==> config.mk <==
export PLATFORM = sky130hd
export DESIGN_NAME = dmd_capture
export DESIGN_NICKNAME = d
export VERILOG_FILES = /design/src/rtl/dmd_capture.sv
export SDC_FILE = /design/constraint.sdc
export NUM_CORES = 1
export LEC_CHECK = 0
export CAP_MARGIN = 0
export CORE_UTILIZATION = 43
export CTS_CLUSTER_SIZE = 20
export DETAILED_ROUTE_END_ITERATION = 12
export DONT_BUFFER_PORTS = 1
export PLACE_DENSITY_LB_ADDON = 0.08
export REMOVE_ABC_BUFFERS = 1
export SLEW_MARGIN = 20
export SYNTH_ARGS = -nofsm -noshare
export SYNTH_HDL_FRONTEND = slang
export SYNTH_SLANG_ARGS = --single-unit
==> constraint.sdc <==
create_clock -name clk -period 4.76 [get_ports clk]
set_clock_uncertainty 0.1 [all_clocks]
set_input_delay 0.238 -clock clk [delete_from_list [all_inputs] [get_ports clk]]
set_output_delay 0.238 -clock clk [all_outputs]
set_load 0.02 [all_outputs]
==> src/rtl/dmd_capture.sv <==
// ---------------------------------------------------------------------------
// dmd_capture
//
// Captures the serial dot stream of a pinball DMD controller (COLS x ROWS,
// 1 bit per dot) into a ping-pong frame buffer. The block drives the write
// port of a dual-port frame RAM; VideoGen reads the other bank on its own
// clock. A frame only becomes visible through a bank swap after every row
// arrived well formed; malformed frames are dropped.
//
// Ports:
//   clk          capture / RAM write clock (ram_clk)
//   rst_n        asynchronous active-low reset
//   dmd_dotclk   DMD dot clock, data valid on its rising edge
//   dmd_data     serial dot data, leftmost dot first
//   dmd_rowclk   row advance strobe (rising edge)
//   dmd_rowdata  first-row marker, sampled with the rowclk rising edge
//   dmd_latch    row latch, its rising edge ends the row
//   wr_en        RAM byte write strobe
//   wr_addr      {bank, row, byte_col}
//   wr_data      one byte of dots, bit7 = leftmost dot
//   rd_bank      bank VideoGen reads; writes always go to ~rd_bank
//   frame_done   one-cycle pulse on a successful bank swap
//   frame_err    one-cycle pulse when a frame is dropped
// ---------------------------------------------------------------------------
module dmd_capture #(
    parameter int COLS        = 128,
    parameter int ROWS        = 32,
    parameter int SYNC_STAGES = 2,
    localparam int CW         = $clog2(COLS / 8),
    localparam int RW         = $clog2(ROWS),
    localparam int AW         = 1 + RW + CW
) (
    input  logic          clk,
    input  logic          rst_n,
    input  logic          dmd_dotclk,
    input  logic          dmd_data,
    input  logic          dmd_rowclk,
    input  logic          dmd_rowdata,
    input  logic          dmd_latch,
    output logic          wr_en,
    output logic [AW-1:0] wr_addr,
    output logic [7:0]    wr_data,
    output logic          rd_bank,
    output logic          frame_done,
    output logic          frame_err
);

    // Column counter must be able to hold COLS itself (a complete row).
    localparam int CLW = CW + 4;
    localparam logic [CLW-1:0] COLS_L   = CLW'(COLS);
    localparam logic [RW-1:0]  LAST_ROW = RW'(ROWS - 1);

    typedef enum logic [1:0] {
        WAIT_SYNC,
        SHIFT,
        COMMIT
    } state_t;

    state_t state_q, state_d;

    // Synchronizer chain, bit order {latch, rowdata, rowclk, data, dotclk}.
    logic [4:0] sync_q [SYNC_STAGES];
    logic [4:0] synced;
    logic [2:0] edgeDly_q;

    logic dotRise, rowRise, latchRise;
    logic dataS, rowDataS;
    logic lastRowLatch;

    logic [RW-1:0]  row_q, row_d;
    logic [CLW-1:0] col_q, col_d;
    // Only 7 bits are kept: the oldest bit of a byte leaves with the write.
    logic [6:0]     sr_q, sr_d;
    logic           rowBad_q, rowBad_d;
    logic           frameBad_q, frameBad_d;
    logic           rowOvf_q, rowOvf_d;
    logic           wrEn_q, wrEn_d;
    logic [AW-1:0]  wrAddr_q, wrAddr_d;
    logic [7:0]     wrData_q, wrData_d;
    logic           rdBank_q, rdBank_d;
    logic           frameDone_q, frameDone_d;
    logic           frameErr_q, frameErr_d;

    // Data and rowdata travel through the same depth as their strobes, so
    // they stay aligned with the detected edges.
    always_ff @(posedge clk or negedge rst_n) begin
        if (!rst_n) begin
            for (int i = 0; i < SYNC_STAGES; i++) begin
                sync_q[i] <= '0;
            end
            edgeDly_q <= '0;
        end else begin
            sync_q[0] <= {dmd_latch, dmd_rowdata, dmd_rowclk, dmd_data, dmd_dotclk};
            for (int i = 1; i < SYNC_STAGES; i++) begin
                sync_q[i] <= sync_q[i-1];
            end
            edgeDly_q <= {synced[4], synced[2], synced[0]};
        end
    end

    assign synced    = sync_q[SYNC_STAGES-1];
    assign dataS     = synced[1];
    assign rowDataS  = synced[3];
    assign dotRise   = synced[0] & ~edgeDly_q[0];
    assign rowRise   = synced[2] & ~edgeDly_q[1];
    assign latchRise = synced[4] & ~edgeDly_q[2];

    // A latch on the last row hands the frame to COMMIT; a rowclk edge in
    // that same cycle is not acted on.
    assign lastRowLatch = latchRise && (row_q == LAST_ROW);

    // State register.
    always_ff @(posedge clk or negedge rst_n) begin
        if (!rst_n) begin
            state_q <= WAIT_SYNC;
        end else begin
            state_q <= state_d;
        end
    end

    // Next-state logic.
    always_comb begin
        state_d = state_q;
        case (state_q)
            WAIT_SYNC: if (rowRise && rowDataS) state_d = SHIFT;
            SHIFT:     if (lastRowLatch)        state_d = COMMIT;
            COMMIT:    state_d = WAIT_SYNC;
            default:   state_d = WAIT_SYNC;
        endcase
    end

    // Datapath and output logic. Within SHIFT the edges are handled in the
    // order dot, latch, rowclk; later steps see the results of earlier ones.
    always_comb begin
        row_d       = row_q;
        col_d       = col_q;
        sr_d        = sr_q;
        rowBad_d    = rowBad_q;
        frameBad_d  = frameBad_q;
        rowOvf_d    = rowOvf_q;
        wrEn_d      = 1'b0;
        wrAddr_d    = wrAddr_q;
        wrData_d    = wrData_q;
        rdBank_d    = rdBank_q;
        frameDone_d = 1'b0;
        frameErr_d  = 1'b0;

        case (state_q)
            WAIT_SYNC: begin
                if (rowRise && rowDataS) begin
                    row_d      = '0;
                    col_d      = '0;
                    frameBad_d = 1'b0;
                    rowBad_d   = 1'b0;
                    rowOvf_d   = 1'b0;
                end
            end

            SHIFT: begin
                if (dotRise) begin
                    if (col_q == COLS_L) begin
                        rowBad_d = 1'b1;
                    end else begin
                        sr_d  = {sr_q[5:0], dataS};
                        col_d = col_q + 1'b1;
                        // A clamped (overflowed) row never reaches the RAM.
                        if ((col_q[2:0] == 3'd7) && !rowOvf_q) begin
                            wrEn_d   = 1'b1;
                            wrData_d = {sr_q, dataS};
                            wrAddr_d = {~rdBank_q, row_q, col_q[CW+2:3]};
                        end
                    end
                end

                if (latchRise) begin
                    if (col_d != COLS_L) rowBad_d = 1'b1;
                    frameBad_d = frameBad_d | rowBad_d;
                    rowBad_d   = 1'b0;
                    col_d      = '0;
                end

                if (rowRise && !lastRowLatch) begin
                    if (rowDataS) begin
                        frameErr_d = 1'b1;
                        row_d      = '0;
                        frameBad_d = 1'b0;
                        rowOvf_d   = 1'b0;
                    end else if (row_q == LAST_ROW) begin
                        frameBad_d = 1'b1;
                        rowOvf_d   = 1'b1;
                    end else begin
                        row_d = row_q + 1'b1;
                    end
                    col_d    = '0;
                    rowBad_d = 1'b0;
                end
            end

            COMMIT: begin
                if (frameBad_q) begin
                    frameErr_d = 1'b1;
                end else begin
                    rdBank_d    = ~rdBank_q;
                    frameDone_d = 1'b1;
                end
            end

            default: ;
        endcase
    end

    // Datapath and output registers.
    always_ff @(posedge clk or negedge rst_n) begin
        if (!rst_n) begin
            row_q       <= '0;
            col_q       <= '0;
            sr_q        <= '0;
            rowBad_q    <= 1'b0;
            frameBad_q  <= 1'b0;
            rowOvf_q    <= 1'b0;
            wrEn_q      <= 1'b0;
            wrAddr_q    <= '0;
            wrData_q    <= '0;
            rdBank_q    <= 1'b0;
            frameDone_q <= 1'b0;
            frameErr_q  <= 1'b0;
        end else begin
            row_q       <= row_d;
            col_q       <= col_d;
            sr_q        <= sr_d;
            rowBad_q    <= rowBad_d;
            frameBad_q  <= frameBad_d;
            rowOvf_q    <= rowOvf_d;
            wrEn_q      <= wrEn_d;
            wrAddr_q    <= wrAddr_d;
            wrData_q    <= wrData_d;
            rdBank_q    <= rdBank_d;
            frameDone_q <= frameDone_d;
            frameErr_q  <= frameErr_d;
        end
    end

    assign wr_en      = wrEn_q;
    assign wr_addr    = wrAddr_q;
    assign wr_data    = wrData_q;
    assign rd_bank    = rdBank_q;
    assign frame_done = frameDone_q;
    assign frame_err  = frameErr_q;

endmodule

==> results of run 1 <==
area by class of cell:
class / instances / area (um^2) / area share
Timing Repair Buffer: 7 / 87.58 / 0.02839
Clock buffer: 12 / 155.1 / 0.05028
Inverter: 7 / 26.28 / 0.008516
Multi-Input combinational cell: 143 / 1126 / 0.3650
Tap cell: 75 / 93.84 / 0.03041
Clock inverter: 4 / 95.09 / 0.03082
Sequential cell: 60 / 1501 / 0.4866
critical path, cell delays in order (launching register included):
cell,delay [ns]
sky130_fd_sc_hd__dfrtp_1,0.45
sky130_fd_sc_hd__or4_4,0.59
sky130_fd_sc_hd__o211ai_4,0.33
sky130_fd_sc_hd__or3b_4,0.45
sky130_fd_sc_hd__mux2_4,0.33
cells by family after synthesis:
kind of cell,share of synthesized area
DFF,0.5517
muxes,0.1306
AOI/OAI and AO/OA,0.09885
adders and majority gates,0.03678
buffers and inverters,0.03448
xor gates and xnor gates,0.01931
and+or+nand+nor,0.1283
sequential cells by signal, summed over array words and instances (netlist names):
register    count
frame_err       1
wr_addr        10
edgeDly_q       3
sr_q            7
frameBad_q      1
col_q           8
wr_data         8
sync_q          5
state_q         2
rowOvf_q        1
wr_en           1
rowBad_q        1
row_q           5
synced          5
frame_done      1
rd_bank         1
timing repair:
| item | CTS | global route |
|---|---|---|
| setup buffers | 0 | 0 |
| hold endpoints to repair | 65 | 0 |
| setup endpoints to repair | 0 | 0 |
| hold buffers | 7 | 0 |
cell usage after synthesis (3+ instances only):
library cell | n | area share
sky130_fd_sc_hd__dfrtp_1 | 60 | 0.55
sky130_fd_sc_hd__mux2_4 | 17 | 0.094
sky130_fd_sc_hd__nand2_1 | 12 | 0.017
sky130_fd_sc_hd__nor2_1 | 11 | 0.015
sky130_fd_sc_hd__a21oi_1 | 9 | 0.017
sky130_fd_sc_hd__ha_1 | 8 | 0.037
sky130_fd_sc_hd__mux2_2 | 8 | 0.033
sky130_fd_sc_hd__nor2b_1 | 7 | 0.016
sky130_fd_sc_hd__inv_1 | 6 | 0.0083
sky130_fd_sc_hd__o21ai_1 | 6 | 0.011
sky130_fd_sc_hd__o21ai_0 | 5 | 0.0092
sky130_fd_sc_hd__a22o_1 | 4 | 0.013
sky130_fd_sc_hd__and2_1 | 4 | 0.0092
sky130_fd_sc_hd__nand2b_1 | 4 | 0.0092
sky130_fd_sc_hd__nand3_1 | 4 | 0.0074
sky130_fd_sc_hd__or3_1 | 4 | 0.0092
sky130_fd_sc_hd__xor2_1 | 4 | 0.013
sky130_fd_sc_hd__a21o_1 | 3 | 0.0083
sky130_fd_sc_hd__a31oi_1 | 3 | 0.0069
sky130_fd_sc_hd__and3_1 | 3 | 0.0069
sky130_fd_sc_hd__clkbuf_1 | 3 | 0.0041
sky130_fd_sc_hd__nand3b_1 | 3 | 0.0083
sky130_fd_sc_hd__nor3_1 | 3 | 0.0055
sky130_fd_sc_hd__o31ai_1 | 3 | 0.0083
layer usage:
| metal | GRT usage | vias to the layer above | part of all wire |
|---|---|---|---|
| met3 | 0.04889 | 4 | 0.044 |
| met5 | 0 | - | 0 |
| li1 | - | 796 | - |
| met1 | 0.2082 | 809 | 0.49 |
| met2 | 0.2483 | 45 | 0.46 |
| met4 | 0.09464 | 0 | 0.011 |
power breakdown:
| group | switching (W) | internal (W) | leakage, nW |
|---|---|---|---|
| Sequential | 0.0000380 | 0.000554 | 0.799 |
| Combinational | 0.0000977 | 0.0000816 | 0.549 |
| Clock | 0.000189 | 0.000376 | 0.127 |
| Total | 0.000325 | 0.00101 | 1.47 |
worst paths after layout:
path	startpoint	cells after the start	to
max	col_q[2]	4	wr_addr[7]
min	sync_q[7]	0	synced[2]
max reg2reg	col_q[2]	4	wr_addr[7]
min reg2reg	sync_q[7]	0	synced[2]
max in group asynchronous	rst_n	2	synced[3]
min in group asynchronous	rst_n	2	wr_data[4]
through the flow:
| step | std cells | hold slack (ns) | instance area, um^2 | util | total power (W) |
|---|---|---|---|---|---|
| after floorplan | 210 | -0.1576 | 2654 | - | 0.0007230 |
| after global placement | 285 | -0.1564 | 2748 | 0.4560 | 0.0007566 |
| after detailed placement | 285 | -0.1564 | 2748 | 0.4560 | 0.0007620 |
| after CTS | 308 | 0.2507 | 3085 | 0.5120 | 0.001353 |
| after global routing | 308 | 0.2583 | 3085 | 0.5120 | 0.001409 |
| final | 308 | 0.2469 | 3085 | 0.5120 | 0.001336 |
==> implementation parameters, run 1 <==
Parameter                              Value

Min path
  Path category of the worst min-delay check    reg2reg

Route
  Total wire length    around 4700 um
  Final antenna-violating net count    0
  Detailed-route DRC error count    0
  Drt first-iter violations    44
  Via count    1654
  Average via count per standard cell    about 5.4
  Detailed-route wire length per cell    15.12 um
  First-pass iteration count of the detailed router    4

Clock network
  CTS Root Cell    sky130_fd_sc_hd__clkbuf_8
  Clock tree from TritonCTS    done
  Clock slew at the register clock pins of the worst setup and hold paths    roughly 0.07 ns
  Post_cts resized    0
  CTS HTree Levels    3
  Clock buffers created by TritonCTS    9
  TritonCTS Sinks    60
  Clock insertion delay at the later pin of the skew report    between 0.3 and 0.4 ns
  Largest buffer count on any clock path    2

Floorplanning
  Number of rows created at floorplan    28
  Horizontal die dimension    81.56 um
  I/O pin count    29
  Full die area    about 0.0067 mm^2
  Area of the core    approximately 0.0060 mm^2
  Die boundary height    81.56 um
  Starting density of the core    0.4516

Synth
  Total number of yosys warnings    0
  Distinct cell type count after synthesis    43
  Syn Inst Count    217
  Post-synth design cell area    0.002721 mm^2
  Seq/Total Area, Yosys    0.5517
  Post-synth EDFFs    0
  Seq cells post-synth    60
  Share of async-settable or async-resettable flops after synthesis    1.000
  Most instantiated flip-flop cell in the synthesis netlist    sky130_fd_sc_hd__dfrtp_1
  Per-instance average area after synthesis    approximately 13 um^2

Timing
  Total negative slack for setup checks    0 ns
  Worst-case headroom to the max-slew limit    0.5011
  Worst path setup slack after routing    2.368 ns
  Time the worst path needs with I/O delays and setup    2.392 ns
  Count of pins over their slew limit    0
  Final count of negative-setup-slack endpoints    0
  Worst slew pin tran    between 0.7 and 0.8 ns
  Highest achievable clock rate    around 420 MHz
  Setup repair after global routing missed its margin    no
  Final hold vios    0
  Period Utilization, post-route    0.5026

Power and ir drop
  Power density over cell area    between 400 and 500 mW/mm^2
  Leakage    1.475 nW
  Worst vdd rail ir drop    263.1 uV

Final layout
  Filler Cells Inserted    530
  Diode insertion count for antenna repair    0
  Most common cell after layout, fill and taps aside    sky130_fd_sc_hd__dfrtp_1
  Commonest cells after routing, fill and taps aside    sky130_fd_sc_hd__dfrtp_1 (60), sky130_fd_sc_hd__mux2_4 (17), sky130_fd_sc_hd__nand2_1 (12)
  Nets@finish    243
  Post-synthesis to final-layout area growth    13.38%
  Share of post-route cells with drive strength above 1    0.1974

Status
  Outcome    completed

Critical path
  Worst setup path class    reg2reg
  Required time at the worst-slack endpoint    approximately 4.9 ns
  Endpoint class of the critical path    flip-flop
  Critical path launch point type    flip-flop
  Data arrival time at the worst-slack endpoint    2.50 ns
  Worst R2R Setup Slack    between 2 and 2.5 ns
  Crit-path max FO    20

GRT
  Initial antenna violation count    0
  Wire length of the first global-routing pass    7997 um
  Via count of the first global-routing pass    around 1700
  Total Routing Usage GR    0.1644
  Grt ovf    0
  Maximum number of pins on one net before global-route repair    ~60

Placed design
  Minimum setup slack after placement    2.369 ns
  Port bufs    0
  Post-DP HPWL    3176 um
  RD Place Congestion    0.8525

Run
  Max-cap violations    0
(Power assumes the default switching activity.)
==> inputs of run 2 (changes only) <==
Settings changed: ABC_AREA set to 1.
Clock period 4.76 ns to 2.4 ns, I/O delays scaled along.
==> run 2 against run 1 <==
Maximum frequency is 19% higher. First-iteration DRC count rose to 2.5 times the previous value. Flip-flop and latch count is the same. Clock-buffer cell count decreased by 2. Via count increased by 7.9%. Sequential power rose by 110%. Worst setup slack worse by 2.0 ns. Hold slack worse by 0.049 ns. Combinational power rose to 3.3 times the previous value. Design area shrank 4.1%.
==> implementation parameters, run 2 <==
Parameter                              Value

Status
  Outcome    completed

Clock network
  Clock tree from TritonCTS    done
  Clock buffers created by TritonCTS    9
  Clock insertion delay at the later pin of the skew report    0.33 ns
  CTS Root Cell    sky130_fd_sc_hd__clkbuf_8
  Largest buffer count on any clock path    2
  Post_cts resized    0
  Clock slew at the register clock pins of the worst setup and hold paths    approximately 0.070 ns
  TritonCTS Sinks    60
  CTS HTree Levels    3

Final layout
  Area taken by multi-input logic gates    954.7 um^2
  Post-synthesis to final-layout area growth    12.67%
  Commonest cells after routing, fill and taps aside    sky130_fd_sc_hd__nand2_1 (67), sky130_fd_sc_hd__dfrtp_1 (60), sky130_fd_sc_hd__inv_1 (29)
  Most common cell after layout, fill and taps aside    sky130_fd_sc_hd__nand2_1
  Filler Cells Inserted    572
  Register area    0.001501 mm^2
  Nets@finish    300
  Number of flip-flops in the largest register    10
  Core Util, Final    0.4998
  Share of post-route cells with drive strength above 1    0.1349
  Diode insertion count for antenna repair    0

Timing
  Period Utilization, post-route    0.8345
  Worst-case headroom to the max-slew limit    0.7451
  Time the worst path needs with I/O delays and setup    2.003 ns
  Total negative slack for setup checks    0 ns
  Setup repair after global routing missed its margin    no
  Final count of negative-setup-slack endpoints    0
  Worst slew pin tran    0.3824 ns
  Final hold vios    0
  Highest achievable clock rate    499.3 MHz
  Count of pins over their slew limit    0

Synth
  Leading cell types by total area after synthesis    sky130_fd_sc_hd__dfrtp_1 (57%), sky130_fd_sc_hd__nand2_1 (9.6%), sky130_fd_sc_hd__inv_1 (4.1%)
  Seq/Total Area, Yosys    0.5717
  Distinct cell type count after synthesis    29
  Post-synth EDFFs    0
  Leading area contributor after synthesis    sky130_fd_sc_hd__dfrtp_1
  Syn Inst Count    about 270
  Total number of yosys warnings    0
  Per-instance average area after synthesis    between 9 and 10 um^2
  Fraction of post-synthesis cell area in the top cell type by area    0.5717
  Post-synth design cell area    0.002626 mm^2
  Share of async-settable or async-resettable flops after synthesis    1.000
  Leading cell type by number of instances after synthesis    sky130_fd_sc_hd__nand2_1
  Synth cell count leaders    sky130_fd_sc_hd__nand2_1 (67), sky130_fd_sc_hd__dfrtp_1 (60), sky130_fd_sc_hd__inv_1 (29)
  Seq cells post-synth    60
  Most instantiated flip-flop cell in the synthesis netlist    sky130_fd_sc_hd__dfrtp_1

Route
  Total wire length    4493 um
  Average via count per standard cell    4.901
  Drt first-iter violations    110
  Detailed-route wire length per cell    12.34 um
  First-pass iteration count of the detailed router    4
  Final antenna-violating net count    0
  Detailed-route DRC error count    0
  Via count    1784

Placed design
  Post-DP HPWL    between 3000 and 4000 um
  Port bufs    0
  RD Place Congestion    0.7661

Power and ir drop
  Power density over cell area    913.3 mW/mm^2
  Worst vdd rail ir drop    629.9 uV
  Leakage    approximately 1.4 nW

Floorplanning
  Starting density of the core    0.4436
  Area of the core    around 0.0059 mm^2
  Horizontal die dimension    around 80 um
  Die boundary height    80.15 um
  Number of rows created at floorplan    28
  Full die area    ~0.0064 mm^2
  I/O pin count    29

Min path
  Path category of the worst min-delay check    in2async

Critical path
  Critical path launch point type    flip-flop
  Crit-path max FO    8
  Data arrival time at the worst-slack endpoint    2.12 ns
  Worst R2R Setup Slack    0.40 ns
  Required time at the worst-slack endpoint    2.51 ns
  Worst setup path class    reg2reg
  Endpoint class of the critical path    flip-flop

GRT
  Initial antenna violation count    0
  Grt ovf    0
  Via count of the first global-routing pass    about 1700
  Maximum number of pins on one net before global-route repair    61
  Total Routing Usage GR    0.1626
  Wire length of the first global-routing pass    7659 um

Run
  Max-cap violations    0
run 2: power breakdown:
group / internal [W] / switching (W)
Clock: 0.000496 / 0.000378
Sequential: 0.00114 / 0.000102
Combinational: 0.000199 / 0.000390
run 2: per-layer routing:
layer | part of all wire | GRT usage | wire length, um
met5 | 0 | 0 | 0
met4 | 0.020 | 0.08571 | 92
met3 | 0.047 | 0.05795 | 211
met2 | 0.45 | 0.2547 | 2022
met1 | 0.48 | 0.1955 | 2167
run 2: kinds of logic (layout without fill, tap and decap cells):
kind of cell,count (synthesis),in the layout,synth area share
AND/OR/NAND/NOR,116,116,0.2139
buffers and inverters,38,56,0.06479
adder cells (fa/ha/maj),8,8,0.03811
flip-flops,60,60,0.5717
XOR/XNOR,3,3,0.01001
AO/OA/AOI/OAI,46,46,0.1015
run 2: path summary, 6_finish.rpt:
path | depth (start not counted) | startpoint | endpoint
max | 12 | row_q[0] | row_q[3]
min | 2 | rst_n | col_q[4]
max reg2reg | 12 | row_q[0] | row_q[3]
min reg2reg | 0 | sync_q[6] | synced[1]
max in group asynchronous | 2 | rst_n | state_q[1]
min in group clk | 1 | dmd_rowclk | sync_q[7]
run 2: final cells by class:
type,count,area share
timing repair buffer,8,0.03214
sequential,60,0.5074
inverter,33,0.04186
tap,75,0.03171
clock buffer,10,0.04651
clock inverter,5,0.01776
multi-input combinational,173,0.3226
run 2: critical path, cell delays in order, from the launching register on:
cell and delay [ns]:
sky130_fd_sc_hd__dfrtp_1 0.40, sky130_fd_sc_hd__ha_1 0.22, sky130_fd_sc_hd__nand2_1 0.07, sky130_fd_sc_hd__nor2_1 0.04, sky130_fd_sc_hd__ha_1 0.20, sky130_fd_sc_hd__nand2_1 0.09, sky130_fd_sc_hd__nand3_1 0.08, sky130_fd_sc_hd__nand2_1 0.12
sky130_fd_sc_hd__nand2_2 0.09, sky130_fd_sc_hd__nor2_4 0.16, sky130_fd_sc_hd__nand4_1 0.12, sky130_fd_sc_hd__xor2_1 0.14, sky130_fd_sc_hd__nor2_1 0.05
run 2: metrics by stage:
stage                     hold slack, ns  cells  setup WS (ns)  cell area [um^2]  power [W]
after floorplan                  -0.2756    266         0.5490              2580   0.001688
after global placement           -0.2739    342         0.4381              2681   0.001820
after detailed placement         -0.2735    342         0.3712              2681   0.001823
after CTS                         0.2073    364         0.3749              2959   0.002748
after global routing              0.2180    364         0.1968              2959   0.002893
final                             0.1978    364         0.3972              2959   0.002703
run 2: repair_timing:
action / 4_1_cts / 5_1_grt
buffers inserted: 0 / 0
hold buffers: 7 / 0
hold endpoints to repair: 65 / 0
==> inputs of run 3 (changes only) <==
Clock period 2.4 ns to 2.09 ns, I/O delays scaled along.
==> run 3 against run 2 <==
Non-clock buffer count rose by 2. Clock power rose by 22%. Combinational power up 22%. Flip-flop and latch count stayed put. Hold slack got worse by 0.0054 ns. Die area unchanged. Sequential power rose by 15%. Global-route usage rose by 0.64 points. Design area is 1.5% higher. Sequential share of layout area decreased by 0.76 points. Register-to-register slack lost 0.23 ns.
==> implementation parameters, run 3 (synthesized netlist as in run 2, its figures left out) <==
Parameter                              Value

Timing
  Final hold vios    0
  Period Utilization, post-route    0.9212
  Worst slew pin tran    between 0.3 and 0.4 ns
  Time the worst path needs with I/O delays and setup    1.925 ns
  Worst-case headroom to the max-slew limit    0.7814
  Final count of negative-setup-slack endpoints    0
  Total negative slack for setup checks    0 ns
  Setup repair after global routing missed its margin    no
  Count of pins over their slew limit    0
  Highest achievable clock rate    519.4 MHz

GRT
  Total Routing Usage GR    0.1690
  Maximum number of pins on one net before global-route repair    61
  Met2 track demand over resource in global routing    0.2504
  Wire length of the first global-routing pass    7962 um
  Via count of the first global-routing pass    1743
  Global Route met3 Usage    0.04205
  Met1 Usage GRT    0.2218
  Grt ovf    0
  GRT Max-Usage Layer    met2
  Initial antenna violation count    0

Run
  Max-cap violations    0

Route
  Detailed-route DRC error count    0
  Detailed-route wire length per cell    12.88 um
  Drt first-iter violations    between 80 and 90
  First-pass iteration count of the detailed router    4
  Via count    1764
  Average via count per standard cell    4.807
  Final antenna-violating net count    0
  Total wire length    4727 um

Final layout
  Core Util, Final    0.5074
  Most common cell after layout, fill and taps aside    sky130_fd_sc_hd__nand2_1
  Post-synthesis to final-layout area growth    14.39%
  Area taken by multi-input logic gates    959.7 um^2
  Nets@finish    302
  Final Cell Area    0.003004 mm^2
  Register area    about 0.0015 mm^2
  Diode insertion count for antenna repair    0
  Filler Cells Inserted    ~550
  Final instance count without filler cells    roughly 370
  Commonest cells after routing, fill and taps aside    sky130_fd_sc_hd__nand2_1 (65), sky130_fd_sc_hd__dfrtp_1 (60), sky130_fd_sc_hd__inv_1 (29)
  Number of flip-flops in the largest register    10
  Share of post-route cells with drive strength above 1    0.1473

Placed design
  Port bufs    0
  RD Place Congestion    0.7727
  Placed Cells    344
  Post-DP HPWL    3054 um
  Area of placed instances    roughly 0.0027 mm^2

Critical path
  Critical path launch point type    flip-flop
  Endpoint class of the critical path    flip-flop
  Crit-path max FO    4
  Number of cells on the worst reg-to-reg path    12
  Data arrival time at the worst-slack endpoint    2.04 ns
  Required time at the worst-slack endpoint    2.20 ns
  Worst setup path class    reg2reg

Floorplanning
  I/O pin count    29
  Full die area    between 0.006 and 0.007 mm^2
  Area of the core    0.005921 mm^2
  Horizontal die dimension    80.15 um
  Number of rows created at floorplan    28
  Die boundary height    ~80 um
  Starting density of the core    0.4436

Clock network
  Clock buffers created by TritonCTS    9
  Clock insertion delay at the later pin of the skew report    0.34 ns
  Largest buffer count on any clock path    2
  CTS HTree Levels    3
  TritonCTS Sinks    60
  Clock tree from TritonCTS    done
  CTS Root Cell    sky130_fd_sc_hd__clkbuf_8
  Clock slew at the register clock pins of the worst setup and hold paths    0.07 ns

Power and ir drop
  Leakage    1.391 nW
  Worst vdd rail ir drop    652.5 uV
  Power density over cell area    1067 mW/mm^2

Min path
  Path category of the worst min-delay check    in2async

Status
  Outcome    completed
-- run 3: cell count changes in the layout (fill, tap and decap cells not counted), sizes merged --
cell,delta
clkinv,-1
clkbuf,+2
buf,+2
-- run 3: final cells by class --
| cell class | instances | share of cell area |
|---|---|---|
| Sequential cell | 60 | 0.4998 |
| Multi-Input combinational cell | 173 | 0.3195 |
| Clock buffer | 12 | 0.05165 |
| Inverter | 33 | 0.04123 |
| Timing Repair Buffer | 10 | 0.04082 |
| Tap cell | 75 | 0.03124 |
| Clock inverter | 4 | 0.01583 |
-- run 3: final timing paths --
kind                       slack [ns]      start    endpoint
min in group clk                 0.22  dmd_latch   sync_q[9]
max in group asynchronous        1.44      rst_n    col_q[1]
hold / removal                   0.19      rst_n  wr_addr[1]
setup reg to reg                 0.16   row_q[0]    row_q[3]
setup / recovery                 0.16   row_q[0]    row_q[3]
hold reg to reg                  0.25  sync_q[9]   synced[4]
-- run 3: critical path, cell delays in order (launching register included) --
cell	delay, ns
sky130_fd_sc_hd__dfrtp_1	0.40
sky130_fd_sc_hd__ha_1	0.22
sky130_fd_sc_hd__nand2_1	0.07
sky130_fd_sc_hd__nor2_1	0.04
sky130_fd_sc_hd__ha_1	0.21
sky130_fd_sc_hd__nand2_1	0.09
sky130_fd_sc_hd__nand3_1	0.10
sky130_fd_sc_hd__nand2_2	0.10
sky130_fd_sc_hd__nand2_2	0.08
sky130_fd_sc_hd__nor2_4	0.11
sky130_fd_sc_hd__nand4_1	0.10
sky130_fd_sc_hd__xor2_1	0.14
sky130_fd_sc_hd__nor2_1	0.05
-- run 3: what timing repair did --
| action | in CTS | in global routing |
|---|---|---|
| setup buffers | 0 | 0 |
| gates resized for setup | 0 | 2 |
| endpoints found under the hold margin | 65 | 0 |
| setup endpoints to repair | 0 | 10 |
| hold buffers | 7 | 0 |
-- run 3: through the flow --
step | setup WS (ns) | power, W | hold WS [ns]
3_3_place_gp | 0.1981 | 0.002112 | -0.2892
6_report | 0.1646 | 0.003205 | 0.1924
3_5_place_dp | 0.1418 | 0.002116 | -0.2895
2_1_floorplan | 0.2390 | 0.001938 | -0.2911
5_1_grt | 0.02123 | 0.003412 | 0.2131
4_1_cts | 0.1324 | 0.003235 | 0.2010
-- run 3: routing by layer --
metal  part of all wire  routed length (um)
met4              0.027                 126
met1               0.52                2435
met3              0.031                 145
met2               0.43                2019
met5                  0                   0
-- run 3: report_power, final --
part           switching [W]  internal (W)  total (W)
clock network       0.000454      0.000612    0.00107
registers           0.000117       0.00131    0.00142
logic               0.000467      0.000250   0.000716
